==> src/rtl/muldiv_pkg.sv <==
// muldiv_pkg
//   Shared definitions for the iterative multiply/divide sequencer:
//   operation encodings carried on op_i and the sequencer state encoding.
//   No ports (package).
package muldiv_pkg;

  localparam int OP_W = 2;

  localparam logic [OP_W-1:0] OP_MULU = 2'b00;
  localparam logic [OP_W-1:0] OP_DIVU = 2'b01;
  localparam logic [OP_W-1:0] OP_MUL  = 2'b10;
  localparam logic [OP_W-1:0] OP_DIV  = 2'b11;

  typedef enum logic [1:0] {
    ST_IDLE = 2'b00,
    ST_RUN  = 2'b01,
    ST_FIX  = 2'b10
  } state_e;

endpackage

==> src/rtl/muldiv_if.sv <==
// muldiv_if
//   Request/response bundle between the datapath (master) and the
//   multiply/divide sequencer (slave).
//   master drives: start_i, op_i, src1_i, src2_i
//   slave drives : ready_o, busy_o, done_o, hi_o, lo_o, div_zero_o
import muldiv_pkg::*;

interface muldiv_if #(parameter int WIDTH = 32);

  logic              start_i;
  logic [OP_W-1:0]   op_i;
  logic [WIDTH-1:0]  src1_i;
  logic [WIDTH-1:0]  src2_i;
  logic              ready_o;
  logic              busy_o;
  logic              done_o;
  logic [WIDTH-1:0]  hi_o;
  logic [WIDTH-1:0]  lo_o;
  logic              div_zero_o;

  modport master (
    output start_i, op_i, src1_i, src2_i,
    input  ready_o, busy_o, done_o, hi_o, lo_o, div_zero_o
  );

  modport slave (
    input  start_i, op_i, src1_i, src2_i,
    output ready_o, busy_o, done_o, hi_o, lo_o, div_zero_o
  );

endinterface

==> src/rtl/muldiv_addsub.sv <==
// muldiv_addsub
//   W-bit adder/subtractor shared by the multiply (add) and restoring
//   divide (subtract) steps.
//   a, b  : operands
//   sub   : 1 -> a - b, 0 -> a + b
//   sum   : W-bit result
//   cout  : carry out; when subtracting, 1 means a >= b (no borrow)
module muldiv_addsub #(
  parameter int W = 33
) (
  input  logic [W-1:0] a,
  input  logic [W-1:0] b,
  input  logic         sub,
  output logic [W-1:0] sum,
  output logic         cout
);

  logic [W-1:0] b_eff;

  assign b_eff = sub ? ~b : b;
  assign {cout, sum} = {1'b0, a} + {1'b0, b_eff} + {{W{1'b0}}, sub};

endmodule

==> src/rtl/muldiv_seq.sv <==
// muldiv_seq
//   Iterative multiply/divide sequencer: one shift-add (MUL) or
//   restoring shift-subtract (DIV) step per cycle, then one FIX cycle
//   for sign correction and result load.
//   clk_i  : clock, rising edge
//   rst_n  : synchronous reset, active low
//   bus    : muldiv_if.slave (start_i/op_i/src1_i/src2_i in;
//            ready_o/busy_o/done_o/hi_o/lo_o/div_zero_o out)
//   Build option: define MULDIV_SIGNED_EN to make ops 10/11 signed;
//   otherwise op_i[1] has no effect.
//
//   state   | meaning
//   --------+---------------------------------------------
//   ST_IDLE | ready for a request, results held
//   ST_RUN  | WIDTH iteration steps, cnt WIDTH-1 down to 0
//   ST_FIX  | sign correction, load hi_o/lo_o, pulse done
import muldiv_pkg::*;

module muldiv_seq #(
  parameter int WIDTH = 32,
  parameter int CNT_W = 6
) (
  input  logic    clk_i,
  input  logic    rst_n,
  muldiv_if.slave bus
);

  state_e state_q, state_d;

  logic [CNT_W-1:0] cnt_q;
  logic [WIDTH-1:0] acc_hi_q;   // MUL: product high half; DIV: remainder
  logic [WIDTH-1:0] acc_lo_q;   // MUL: multiplier/product low; DIV: dividend/quotient
  logic [WIDTH-1:0] opnd_q;     // MUL: multiplicand; DIV: divisor
  logic             is_div_q;
  logic             neg_a_q;
  logic             neg_b_q;
  logic             dz_q;
  logic [WIDTH-1:0] hi_q;
  logic [WIDTH-1:0] lo_q;
  logic             done_q;
  logic             div_zero_q;

  logic             op_div;
  logic             op_signed;
  logic             src1_neg;
  logic             src2_neg;
  logic [WIDTH-1:0] src1_mag;
  logic [WIDTH-1:0] src2_mag;

  assign op_div = (bus.op_i == OP_DIVU) || (bus.op_i == OP_DIV);

`ifdef MULDIV_SIGNED_EN
  assign op_signed = (bus.op_i == OP_MUL) || (bus.op_i == OP_DIV);
`else
  assign op_signed = 1'b0;
`endif

  // Signed ops run on magnitudes; the signs are kept for the FIX cycle.
  assign src1_neg = op_signed & bus.src1_i[WIDTH-1];
  assign src2_neg = op_signed & bus.src2_i[WIDTH-1];
  assign src1_mag = src1_neg ? -bus.src1_i : bus.src1_i;
  assign src2_mag = src2_neg ? -bus.src2_i : bus.src2_i;

  // DIV presents the left-shifted remainder {rem, next dividend bit};
  // MUL presents the zero-extended high accumulator.
  logic [WIDTH:0] as_a;
  logic [WIDTH:0] as_b;
  logic [WIDTH:0] as_sum;
  logic           as_cout;

  assign as_a = is_div_q ? {acc_hi_q, acc_lo_q[WIDTH-1]} : {1'b0, acc_hi_q};
  assign as_b = {1'b0, opnd_q};

  muldiv_addsub #(.W(WIDTH + 1)) u_addsub (
    .a    (as_a),
    .b    (as_b),
    .sub  (is_div_q),
    .sum  (as_sum),
    .cout (as_cout)
  );

  always_ff @(posedge clk_i) begin
    if (!rst_n) state_q <= ST_IDLE;
    else        state_q <= state_d;
  end

  always_comb begin
    state_d     = state_q;
    bus.ready_o = 1'b0;
    bus.busy_o  = 1'b0;
    unique case (state_q)
      ST_IDLE: begin
        bus.ready_o = 1'b1;
        if (bus.start_i) state_d = ST_RUN;
      end
      ST_RUN: begin
        bus.busy_o = 1'b1;
        if (cnt_q == '0) state_d = ST_FIX;
      end
      ST_FIX: begin
        bus.busy_o = 1'b1;
        state_d    = ST_IDLE;
      end
      default: state_d = ST_IDLE;
    endcase
  end

  // Sign correction. The remainder follows the dividend's sign, which also
  // makes a divide-by-zero return the original dividend on hi.
  logic                 neg_prod;
  logic [2*WIDTH-1:0]   prod_raw;
  logic [2*WIDTH-1:0]   prod_fix;
  logic [WIDTH-1:0]     res_hi;
  logic [WIDTH-1:0]     res_lo;

  always_comb begin
    neg_prod = neg_a_q ^ neg_b_q;
    prod_raw = {acc_hi_q, acc_lo_q};
    prod_fix = neg_prod ? -prod_raw : prod_raw;
    res_hi   = prod_fix[2*WIDTH-1:WIDTH];
    res_lo   = prod_fix[WIDTH-1:0];
    if (is_div_q) begin
      res_hi = neg_a_q ? -acc_hi_q : acc_hi_q;
      if (dz_q) res_lo = '1;
      else      res_lo = neg_prod ? -acc_lo_q : acc_lo_q;
    end
  end

  always_ff @(posedge clk_i) begin
    if (!rst_n) begin
      cnt_q      <= '0;
      acc_hi_q   <= '0;
      acc_lo_q   <= '0;
      opnd_q     <= '0;
      is_div_q   <= 1'b0;
      neg_a_q    <= 1'b0;
      neg_b_q    <= 1'b0;
      dz_q       <= 1'b0;
      hi_q       <= '0;
      lo_q       <= '0;
      done_q     <= 1'b0;
      div_zero_q <= 1'b0;
    end else begin
      done_q <= 1'b0;
      unique case (state_q)
        ST_IDLE: begin
          if (bus.start_i) begin
            cnt_q      <= CNT_W'(WIDTH - 1);
            acc_hi_q   <= '0;
            acc_lo_q   <= op_div ? src1_mag : src2_mag;
            opnd_q     <= op_div ? src2_mag : src1_mag;
            is_div_q   <= op_div;
            neg_a_q    <= src1_neg;
            neg_b_q    <= src2_neg;
            dz_q       <= op_div && (bus.src2_i == '0);
            div_zero_q <= 1'b0;
          end
        end
        ST_RUN: begin
          cnt_q <= cnt_q - CNT_W'(1);
          if (is_div_q) begin
            acc_hi_q <= as_cout ? as_sum[WIDTH-1:0] : as_a[WIDTH-1:0];
            acc_lo_q <= {acc_lo_q[WIDTH-2:0], as_cout};
          end else begin
            acc_hi_q <= acc_lo_q[0] ? as_sum[WIDTH:1] : {1'b0, acc_hi_q[WIDTH-1:1]};
            acc_lo_q <= {(acc_lo_q[0] ? as_sum[0] : acc_hi_q[0]), acc_lo_q[WIDTH-1:1]};
          end
        end
        ST_FIX: begin
          hi_q       <= res_hi;
          lo_q       <= res_lo;
          div_zero_q <= dz_q;
          done_q     <= 1'b1;
        end
        default: ;
      endcase
    end
  end

  assign bus.done_o     = done_q;
  assign bus.hi_o       = hi_q;
  assign bus.lo_o       = lo_q;
  assign bus.div_zero_o = div_zero_q;

endmodule
==> src/flat_wrapper.sv <==
// flat-port wrapper written by rule: the top's interface ports become plain ports
module muldiv_seq_flat 
#(
  parameter int WIDTH = 32,
  parameter int CNT_W = 6
)
  (clk_i, rst_n, bus_start_i, bus_op_i, bus_src1_i, bus_src2_i, bus_ready_o, bus_busy_o, bus_done_o, bus_hi_o, bus_lo_o, bus_div_zero_o);
  muldiv_if #(.WIDTH(WIDTH)) bus_i ();
  input  logic clk_i;
  input  logic rst_n;
  input wire logic [$bits(bus_i.start_i)-1:0] bus_start_i;
  input wire logic [$bits(bus_i.op_i)-1:0] bus_op_i;
  input wire logic [$bits(bus_i.src1_i)-1:0] bus_src1_i;
  input wire logic [$bits(bus_i.src2_i)-1:0] bus_src2_i;
  output wire logic [$bits(bus_i.ready_o)-1:0] bus_ready_o;
  output wire logic [$bits(bus_i.busy_o)-1:0] bus_busy_o;
  output wire logic [$bits(bus_i.done_o)-1:0] bus_done_o;
  output wire logic [$bits(bus_i.hi_o)-1:0] bus_hi_o;
  output wire logic [$bits(bus_i.lo_o)-1:0] bus_lo_o;
  output wire logic [$bits(bus_i.div_zero_o)-1:0] bus_div_zero_o;
  assign bus_i.start_i = bus_start_i;
  assign bus_i.op_i = bus_op_i;
  assign bus_i.src1_i = bus_src1_i;
  assign bus_i.src2_i = bus_src2_i;
  assign bus_ready_o = bus_i.ready_o;
  assign bus_busy_o = bus_i.busy_o;
  assign bus_done_o = bus_i.done_o;
  assign bus_hi_o = bus_i.hi_o;
  assign bus_lo_o = bus_i.lo_o;
  assign bus_div_zero_o = bus_i.div_zero_o;
  muldiv_seq #(.WIDTH(WIDTH), .CNT_W(CNT_W)) u_core (.clk_i(clk_i), .rst_n(rst_n), .bus(bus_i));
endmodule
==> config.mk <==
export PLATFORM = sky130hd
export DESIGN_NAME = muldiv_seq_flat
export DESIGN_NICKNAME = d
export VERILOG_FILES = /design/src/rtl/muldiv_pkg.sv /design/src/rtl/muldiv_if.sv /design/src/rtl/muldiv_addsub.sv /design/src/rtl/muldiv_seq.sv /design/src/flat_wrapper.sv
export SDC_FILE = /design/constraint.sdc
export NUM_CORES = 1
export LEC_CHECK = 0
export ABC_CLOCK_PERIOD_IN_PS = 5100
export CELL_PAD_IN_SITES_DETAIL_PLACEMENT = 2
export CELL_PAD_IN_SITES_GLOBAL_PLACEMENT = 2
export CORE_MARGIN = 4
export CORE_UTILIZATION = 34
export CTS_CLUSTER_DIAMETER = 120
export DETAILED_ROUTE_END_ITERATION = 8
export GPL_ROUTABILITY_DRIVEN = 0
export PLACE_DENSITY_LB_ADDON = 0.1
export SETUP_SLACK_MARGIN = 0.2
export SYNTH_ARGS = -nofsm -noshare
export SYNTH_HDL_FRONTEND = slang
export SYNTH_SLANG_ARGS = --single-unit
==> constraint.sdc <==
create_clock -name clk_i -period 5.1 [get_ports clk_i]
set_input_delay 1.275 -clock clk_i [delete_from_list [all_inputs] [get_ports clk_i]]
set_output_delay 1.275 -clock clk_i [all_outputs]
set_load 0.03 [all_outputs]
# Word level (Yosys, flattened, before mapping)
# Cells that the tools add are included.
# totals
input_bits	69
out_inout_bits	68
reg_bits	172
elab_cells	58
# classes
bitwise	1
n_eq_ne	6
addsub	3
n_reduce_logical	12
n_mux	25
# ops
cell	count
$mux W32	10
$pmux W32 S2	2
$mux W33	2
$add A33 B33 Y34	1
$add A34 B1 Y34	1
$not A32 Y33	1
$logic_not A32 Y1	1
$pmux W6 S2	1
$reduce_and A2 Y1	4
$logic_not A6 Y1	1
$mux W6	1
$sub A6 B1 Y6 const B	1
$mux W1	5
$eq A2 B1 Y1 const B	2
$eq A2 B2 Y1 const B	2
$mux W2	2
$pmux W2 S2	1
$reduce_bool A2 Y1	2
$logic_not A2 Y1	1
$ne A2 B1 Y1 const B	1
$ne A2 B2 Y1 const B	1
$pmux W1 S2	1
$reduce_or A2 Y1	1
$logic_and A1 B1 Y1	1
$logic_or A1 B1 Y1	1

# Logic depth before layout (Yosys ltp)
# Gate-level depths: netlist of run 1.
# logic_depth
word_depth	7
mapped_depth	17
mapped_depth_nobuf	12

# By module
# A second synthesis of run 1 with hierarchy kept.
# hier_totals
hier_cells	1210
hier_area_um2	11025.6
# by_module_without_submodules
module	cells_per_inst	area_each_um2	n_inst	seq_area_each_um2
muldiv_seq	940	9012.4	1	3443.3
muldiv_addsub	270	2013.2	1	0.0

# Least setup slack after synthesis of run 1
# OpenSTA, ideal clock, no wires.
# synth_path
path_type	reg-to-reg
startpoint	register u_core.is_div_q
endpoint	register u_core.acc_hi_q[31]
path_slack_ps	1219
required_time_ps	4983
synth_period_minus_slack_ps	3881
setup_time_ps	117
stages_incl_launch_ff	16
arrival_ps	3765
cell_sequence	dfxtp_1 > clkbuf_1 > clkbuf_1 > clkbuf_1 > clkbuf_1 > xor2_1 > ha_1 > buf_6 > a21oi_1 > o21ai_1 > a2111oi_0 > a21oi_1 > a221o_1 > a311oi_1 > o31ai_1 > a22o_1
# synth_between
elab_chain_cells	6
elab_cells_between_ends	8
cone_classes	add/sub: 2; mux: 6
# synth_lines
element	line	rtl
start: declaration	muldiv_seq.sv:34	logic is_div_q;
start signal: assignment	muldiv_seq.sv:152	is_div_q <= op_div;
$mux W33, on equally long branches	muldiv_seq.sv:71, muldiv_addsub.sv:20	
$add A33 B33 Y34	muldiv_addsub.sv:21	assign {cout, sum} = {1'b0, a} + {1'b0, b_eff} + {{W{1'b0}}, sub};
$add A34 B1 Y34	muldiv_addsub.sv:21	
$mux W32, on equally long branches	muldiv_seq.sv:165, muldiv_seq.sv:162	
$mux W32 *	muldiv_seq.sv:161	if (is_div_q) begin
$pmux W32 S2 *	muldiv_seq.sv:145	unique case (state_q)
end signal: assignment	muldiv_seq.sv:162	acc_hi_q <= as_cout ? as_sum[WIDTH-1:0] : as_a[WIDTH-1:0];
end signal: assignment	muldiv_seq.sv:165	acc_hi_q <= acc_lo_q[0] ? as_sum[WIDTH:1] : {1'b0, acc_hi_q[WIDTH-1:1]};
end: declaration	muldiv_seq.sv:31	logic [WIDTH-1:0] acc_hi_q;
# Every way passes the cells marked *; elsewhere a longest branch is shown, timed or not.
# A chain may end at the register's enable or synchronous reset.

# Final worst setup path of run 1
# Same ends and word-level chain as after synthesis.

==> results of run 1 <==
[logic make-up after synthesis]
kind of cell | count (synthesis)
compound gates | 366
xor+xnor | 65
fa+ha+maj | 37
buf+inv | 112
flops | 172
mux | 135
simple gates | 318
[flip-flops by register name, summed over array words and instances, names as in the netlist, 2 cells and up]
signal           cells
u_core.acc_hi_q     32
u_core.acc_lo_q     32
u_core.bus.hi_o     32
u_core.bus.lo_o     32
u_core.opnd_q       32
u_core.cnt_q         6
u_core.state_q       2
[critical path: stages, from the launching register on]
cell and delay, ns:
dfxtp_4 0.56, buf_12 0.28, buf_4 0.27, mux2_2 0.36, ha_1 0.37, a21oi_1 0.27, nor2_1 0.08, a2111oi_0 0.55
a21oi_1 0.24, a221o_1 0.42, a311oi_1 0.32, o31ai_1 0.13, a22o_1 0.19
[worst paths after layout]
check / startpoint / endpoint / depth (start not counted)
worst max-delay path: u_core.is_div_q / u_core.acc_hi_q[31] / 12
worst min-delay path: u_core.bus.hi_o[24] / u_core.bus.hi_o[24] / 2
worst max register to register: u_core.is_div_q / u_core.acc_hi_q[31] / 12
worst min register to register: u_core.bus.hi_o[24] / u_core.bus.hi_o[24] / 2
[power by group]
group          internal [mW]  switching (mW)  total, mW  leakage [nW]
combinational          0.500           0.791       1.29          3.13
sequential              1.47           0.131       1.60          1.40
clock                  0.667           0.667       1.33         0.284
[layout make-up]
cell class | count | area (sq um)
clock inverter | 14 | 144
multi-input combinational | 921 | 6560
inverter | 14 | 53.8
tap | 390 | 488
sequential | 172 | 3450
fill | 3360 | 17300
clock buffer | 18 | 439
timing repair buffer | 157 | 1540
[Yosys cell counts (4+ instances only)]
cell	n
clkbuf_1	77
inv_1	13
nor2_1	140
ha_1	36
nand4_1	6
o31ai_1	11
a21oi_1	87
a31oi_1	8
nand2b_1	4
o21ai_0	33
nand3_1	7
nor4_1	9
o221ai_1	8
buf_1	14
mux2_2	38
nand3b_1	12
a21o_1	17
and3_1	5
a22o_1	6
mux2i_1	97
nand2_1	70
dfxtp_1	172
and2_1	6
nor2b_1	43
o211ai_1	8
nor3_1	5
o221a_2	31
xnor2_1	20
o21ai_1	14
xor2_1	45
o22ai_1	5
a211oi_1	107
[per-stage QoR]
| stage | hold WS, ns | total power, mW |
|---|---|---|
| 3_3_place_gp | 0.470 | 2.89 |
| 4_1_cts | 0.506 | 4.28 |
| 2_1_floorplan | 0.445 | 2.48 |
| 5_1_grt | 0.527 | 4.47 |
| 6_report | 0.500 | 4.23 |
| 3_5_place_dp | 0.489 | 2.92 |
[per-layer routing]
metal	vias up	GRT usage [%]	share of wire [%]
met5	-	0	0.022
met4	2	5.36	1.4
met3	29	3.39	3.3
met2	127	35.2	47
met1	4675	28.3	48
li1	4599	-	-
==> results.sh, run 1 <==
export IMPL_dieArea_sq_mm=0.0335
export IMPL_nets=1389
export IMPL_cts_hold_buf=0
export IMPL_insertedDiodeCount=0
export IMPL_min_delay_path_class="register to register"
export IMPL_grt_pass1_wl_mm=57.0
export IMPL_cts_htree_levels=4
export IMPL_ff2ff_setup_slack_ns=0.94
export IMPL_fp_dieH_um=183
export IMPL_synth_nets=1311
export IMPL_grt_usage_pct=21.0
export IMPL_cts_tree="done"
export IMPL_instances_no_fill=1686
export IMPL_drive_above_1_share_pct=10.7
export IMPL_ir_drop_uv=250
export IMPL_grt_max_degree=72
export IMPL_setup_slack_ns=0.942
export IMPL_overflow=0
export IMPL_clockBufferDepth=2
export IMPL_drtIter0Drc=349
export IMPL_cts_resized_gates=0
export IMPL_period_minus_slack_ns=4.16
export IMPL_drv_slew=0
export IMPL_synthArstFlopShare_pct=0
export IMPL_insertion_delay_ns=0.45
export IMPL_yosysUniqueCellTypes=67
export IMPL_synth_xor_area_share_pct=5.47
export IMPL_hold_viol_final=0
export IMPL_numCtsBuffers=17
export IMPL_hpwl_mm=25.4
export IMPL_area_growth_syn_to_layout_pct=21.7
export IMPL_yosys_area_share_simple_pct=14.3
export IMPL_coreArea_sq_mm=0.0300
export IMPL_cp_start_kind="register"
export IMPL_initial_core_util_pct=34.7
export IMPL_seq_area_frac_synth_pct=33.1
export IMPL_cts_root_buf="clkbuf_16"
export IMPL_yosysTopAreaCellShare_pct=33.1
export IMPL_worstPathArrival_ns=4.50
export IMPL_rows=63
export IMPL_final_cell_mix="171 x dfxtp_1, 139 x nor2_1, 134 x clkdlybuf4s50_1, 107 x a211oi_1, 97 x mux2i_1"
export IMPL_clk_pin_slew_ns=0.08
export IMPL_synth_compound_area_share_pct=25.0
export IMPL_final_setup_viol_count=0
export IMPL_netlist_area_sq_mm=0.0104
export IMPL_power_density_mw_per_mm2=333
export IMPL_syn_inst=1205
export IMPL_yosys_area_share_adder_pct=4.52
export IMPL_dpl_worst_slack_ns=0.994
export IMPL_route_detailed_drc=0
export IMPL_synth_area_top_cells="dfxtp_1 33%, mux2i_1 9.3%, a211oi_1 7.7%"
export IMPL_max_slew_worst_pin_slew_ns=0.920
export IMPL_die_w_um=183
export IMPL_maxCapViolCount=0
export IMPL_yosys_warnings=0
export IMPL_finalSetupTns_ns=0
export IMPL_ios=137
export IMPL_path_class="register to register"
export IMPL_cp_end_kind="register"
export IMPL_clock_sinks=172
export IMPL_layout_commonest_cell="dfxtp_1"
export IMPL_power_leakage_nw=4.82
export IMPL_synth_top_family_by_area="compound AO/OA/AOI/OAI gates"
export IMPL_yosys_area_top_type="dfxtp_1"
export IMPL_final_antenna_net_count=0
export IMPL_antenna_found_initial=1
export IMPL_yosys_most_used_dff="dfxtp_1"
export IMPL_place_area_sq_mm=0.0121
export IMPL_fin_crit_sh_pct=81.5
export IMPL_final_core_util_pct=42.3
export IMPL_rsz0062_at_grt="false"
export IMPL_io_buffers=135
export IMPL_ys_seq_elements=172
export IMPL_synth_mux_area_share_pct=13.4
export IMPL_viasPerCell=5.59
export IMPL_syn_avg_cell_area_sq_um=8.64
export IMPL_crit_path_max_fanout=42
export IMPL_fin_area_sq_mm=0.0127
export IMPL_dp_cells=1654
export IMPL_slew_headroom_pct=38.7
export IMPL_required_ns=5.44
export IMPL_drtPass1Iterations=4
export IMPL_wl_per_cell_um=21.1
export IMPL_status="complete, no violations"
export IMPL_synth_edf_count=0
export IMPL_fin_skew_ns=0.0126
export IMPL_max_freq_mhz=241
export IMPL_grt_pass1_vias=10203
export IMPL_drt_total_wl_mm=35.6
export IMPL_route_vias_total=9432
export IMPL_post_cts_buffers=0
No activity file was read; power rests on OpenSTA's default activity.
==> inputs of run 2 (changes only) <==
--- a/config.mk
+++ b/config.mk
@@ -5,11 +5,11 @@
 export SDC_FILE = /design/constraint.sdc
 export NUM_CORES = 1
 export LEC_CHECK = 0
-export ABC_CLOCK_PERIOD_IN_PS = 5100
+export ABC_CLOCK_PERIOD_IN_PS = 3500
 export CELL_PAD_IN_SITES_DETAIL_PLACEMENT = 2
 export CELL_PAD_IN_SITES_GLOBAL_PLACEMENT = 2
 export CORE_MARGIN = 4
-export CORE_UTILIZATION = 34
+export CORE_UTILIZATION = 31
 export CTS_CLUSTER_DIAMETER = 120
 export DETAILED_ROUTE_END_ITERATION = 8
 export GPL_ROUTABILITY_DRIVEN = 0
==> constraint.sdc (replaced) <==
create_clock -name clk_i -period 3.5 [get_ports clk_i]
set_input_delay 0.875 -clock clk_i [delete_from_list [all_inputs] [get_ports clk_i]]
set_output_delay 0.875 -clock clk_i [all_outputs]
set_load 0.03 [all_outputs]
==> run 2 against run 1 <==
Net effect:
- utilization increased by 3.2 points
- register-to-register slack lost 0.93 ns
- clock power increased by 53%
- flip-flop and latch count did not move
- routed wire length up 22%
- total power is 64% higher
- non-clock buffer count increased by 140
- largest power group is now combinational cells
==> results.sh, run 2 (synthesis results as in run 1) <==
export IMPL_status="complete, no violations"
export IMPL_fp_dieH_um=191
export IMPL_clk_pin_slew_ns=0.07
export IMPL_insertion_delay_ns=0.46
export IMPL_grt_max_degree=110
export IMPL_rsz0062_at_grt="true"
export IMPL_path_class="register to register"
export IMPL_hpwl_mm=27.8
export IMPL_rows=66
export IMPL_initial_core_util_pct=31.7
export IMPL_cpLargestDelayFamily="compound AO/OA/AOI/OAI gates"
export IMPL_fin_skew_ns=0.0126
export IMPL_io_buffers=135
export IMPL_numCtsBuffers=17
export IMPL_overflow=0
export IMPL_grt_pass1_wl_mm=63.8
export IMPL_cts_htree_levels=4
export IMPL_viasPerCell=5.50
export IMPL_period_minus_slack_ns=3.49
export IMPL_cp_start_kind="register"
export IMPL_hold_viol_final=0
export IMPL_cts_tree="done"
export IMPL_crit_path_max_fanout=7
export IMPL_dieArea_sq_mm=0.0366
export IMPL_slowest_delay_ns=0.54
export IMPL_area_growth_syn_to_layout_pct=43.7
export IMPL_drtPass1Iterations=5
export IMPL_hold_slack_ns=0.496
export IMPL_wl_per_cell_um=23.1
export IMPL_slew_headroom_pct=55.6
export IMPL_cp_buffers_inverters=2
export IMPL_grt_pass1_vias=11000
export IMPL_clock_sinks=172
export IMPL_final_antenna_net_count=0
export IMPL_drive_above_1_share_pct=25.6
export IMPL_drt_total_wl_mm=43.3
export IMPL_antenna_found_initial=3
export IMPL_clockBufferDepth=2
export IMPL_drv_slew=0
export IMPL_max_freq_mhz=286
export IMPL_coreArea_sq_mm=0.0329
export IMPL_route_vias_total=10318
export IMPL_final_setup_viol_count=0
export IMPL_crit_slowest_cell="a2111oi_4"
export IMPL_power_leakage_nw=5.71
export IMPL_grt_usage_pct=22.1
export IMPL_ios=137
export IMPL_maxCapViolCount=0
export IMPL_required_ns=3.88
export IMPL_nets=1529
export IMPL_min_delay_path_class="register to register"
export IMPL_route_detailed_drc=0
export IMPL_worstPathArrival_ns=3.87
export IMPL_cts_root_buf="clkbuf_16"
export IMPL_cp_end_kind="register"
export IMPL_power_total_mw=6.91
export IMPL_fin_crit_sh_pct=99.8
export IMPL_fillerInstances=3523
export IMPL_layout_commonest_cell="dfxtp_1"
export IMPL_ir_drop_uv=337
export IMPL_final_cell_mix="171 x dfxtp_1, 137 x nor2_1, 134 x clkdlybuf4s50_1, 128 x buf_4, 105 x a211oi_1"
export IMPL_path_cells="buf_6, buf_12, mux2_4, ha_4, a21oi_4, nand4b_1, a2111oi_4, nor2_1, xnor2_1, mux2_2, o221a_2, o21ai_2, a21oi_1"
export IMPL_drtIter0Drc=443
export IMPL_die_w_um=191
export IMPL_insertedDiodeCount=0
export IMPL_finalSetupTns_ns=0
export IMPL_power_density_mw_per_mm2=462
export IMPL_max_slew_worst_pin_slew_ns=0.659
## run 2: layout make-up
cell class / count / area, sq um / share of cell area [%]
sequential: 172 / 3450 / 23.0
clock buffer: 19 / 433 / 2.89
inverter: 14 / 53.8 / 0.360
multi-input combinational: 921 / 7390 / 49.4
timing repair buffer: 297 / 2920 / 19.5
tap: 442 / 553 / 3.70
clock inverter: 12 / 165 / 1.10
## run 2: per-stage QoR
step | utilization (%) | setup WS, ns | instance area (sq um) | cells
after floorplan | - | 0.211 | 10500 | 1205
after global placement | 39.7 | -0.0650 | 13100 | 1816
after detailed placement | 39.7 | -0.103 | 13100 | 1816
after CTS | 43.3 | 0.168 | 14200 | 1858
after global routing | 45.5 | -0.0579 | 15000 | 1877
final | 45.5 | 0.00758 | 15000 | 1877
## run 2: layer usage
metal | GRT usage, % | wire length [um]
met2 | 38.0 | 21500
met1 | 29.2 | 19700
met4 | 4.23 | 712
met3 | 4.02 | 1290
met5 | 0 | 27
## run 2: path summary, 6_finish.rpt
path | slack, ns | from | depth (start not counted) | to
worst max register to register | 0.008 | u_core.is_div_q | 13 | u_core.acc_hi_q[13]
worst max-delay path | 0.008 | u_core.is_div_q | 13 | u_core.acc_hi_q[13]
worst min register to register | 0.50 | u_core.bus.hi_o[14] | 2 | u_core.bus.hi_o[14]
worst min-delay path | 0.50 | u_core.bus.hi_o[14] | 2 | u_core.bus.hi_o[14]
## run 2: where the power goes
part           switching, mW  total [mW]  internal, mW
clock network          0.906        2.03          1.13
logic                   1.41        2.53          1.12
registers              0.199        2.34          2.14
## run 2: worst reg2reg max path, delay by kind of cell (launching register included)
| family | cells | cell delay, ns |
|---|---|---|
| compound gates | 5 | 1.03 |
| mux | 2 | 0.59 |
| xor+xnor | 1 | 0.44 |
| simple gates | 2 | 0.40 |
| flops | 1 | 0.38 |
| fa+ha+maj | 1 | 0.30 |
| buf+inv | 2 | 0.27 |
## run 2: timing repair
action / 4_1_cts / 5_1_grt
pin swaps: 25 / 36
cloned: 2 / 5
setup endpoints to repair: 32 / 33
resized for setup: 72 / 98
buffers inserted: 9 / 14
hold buffers: 0 / 0
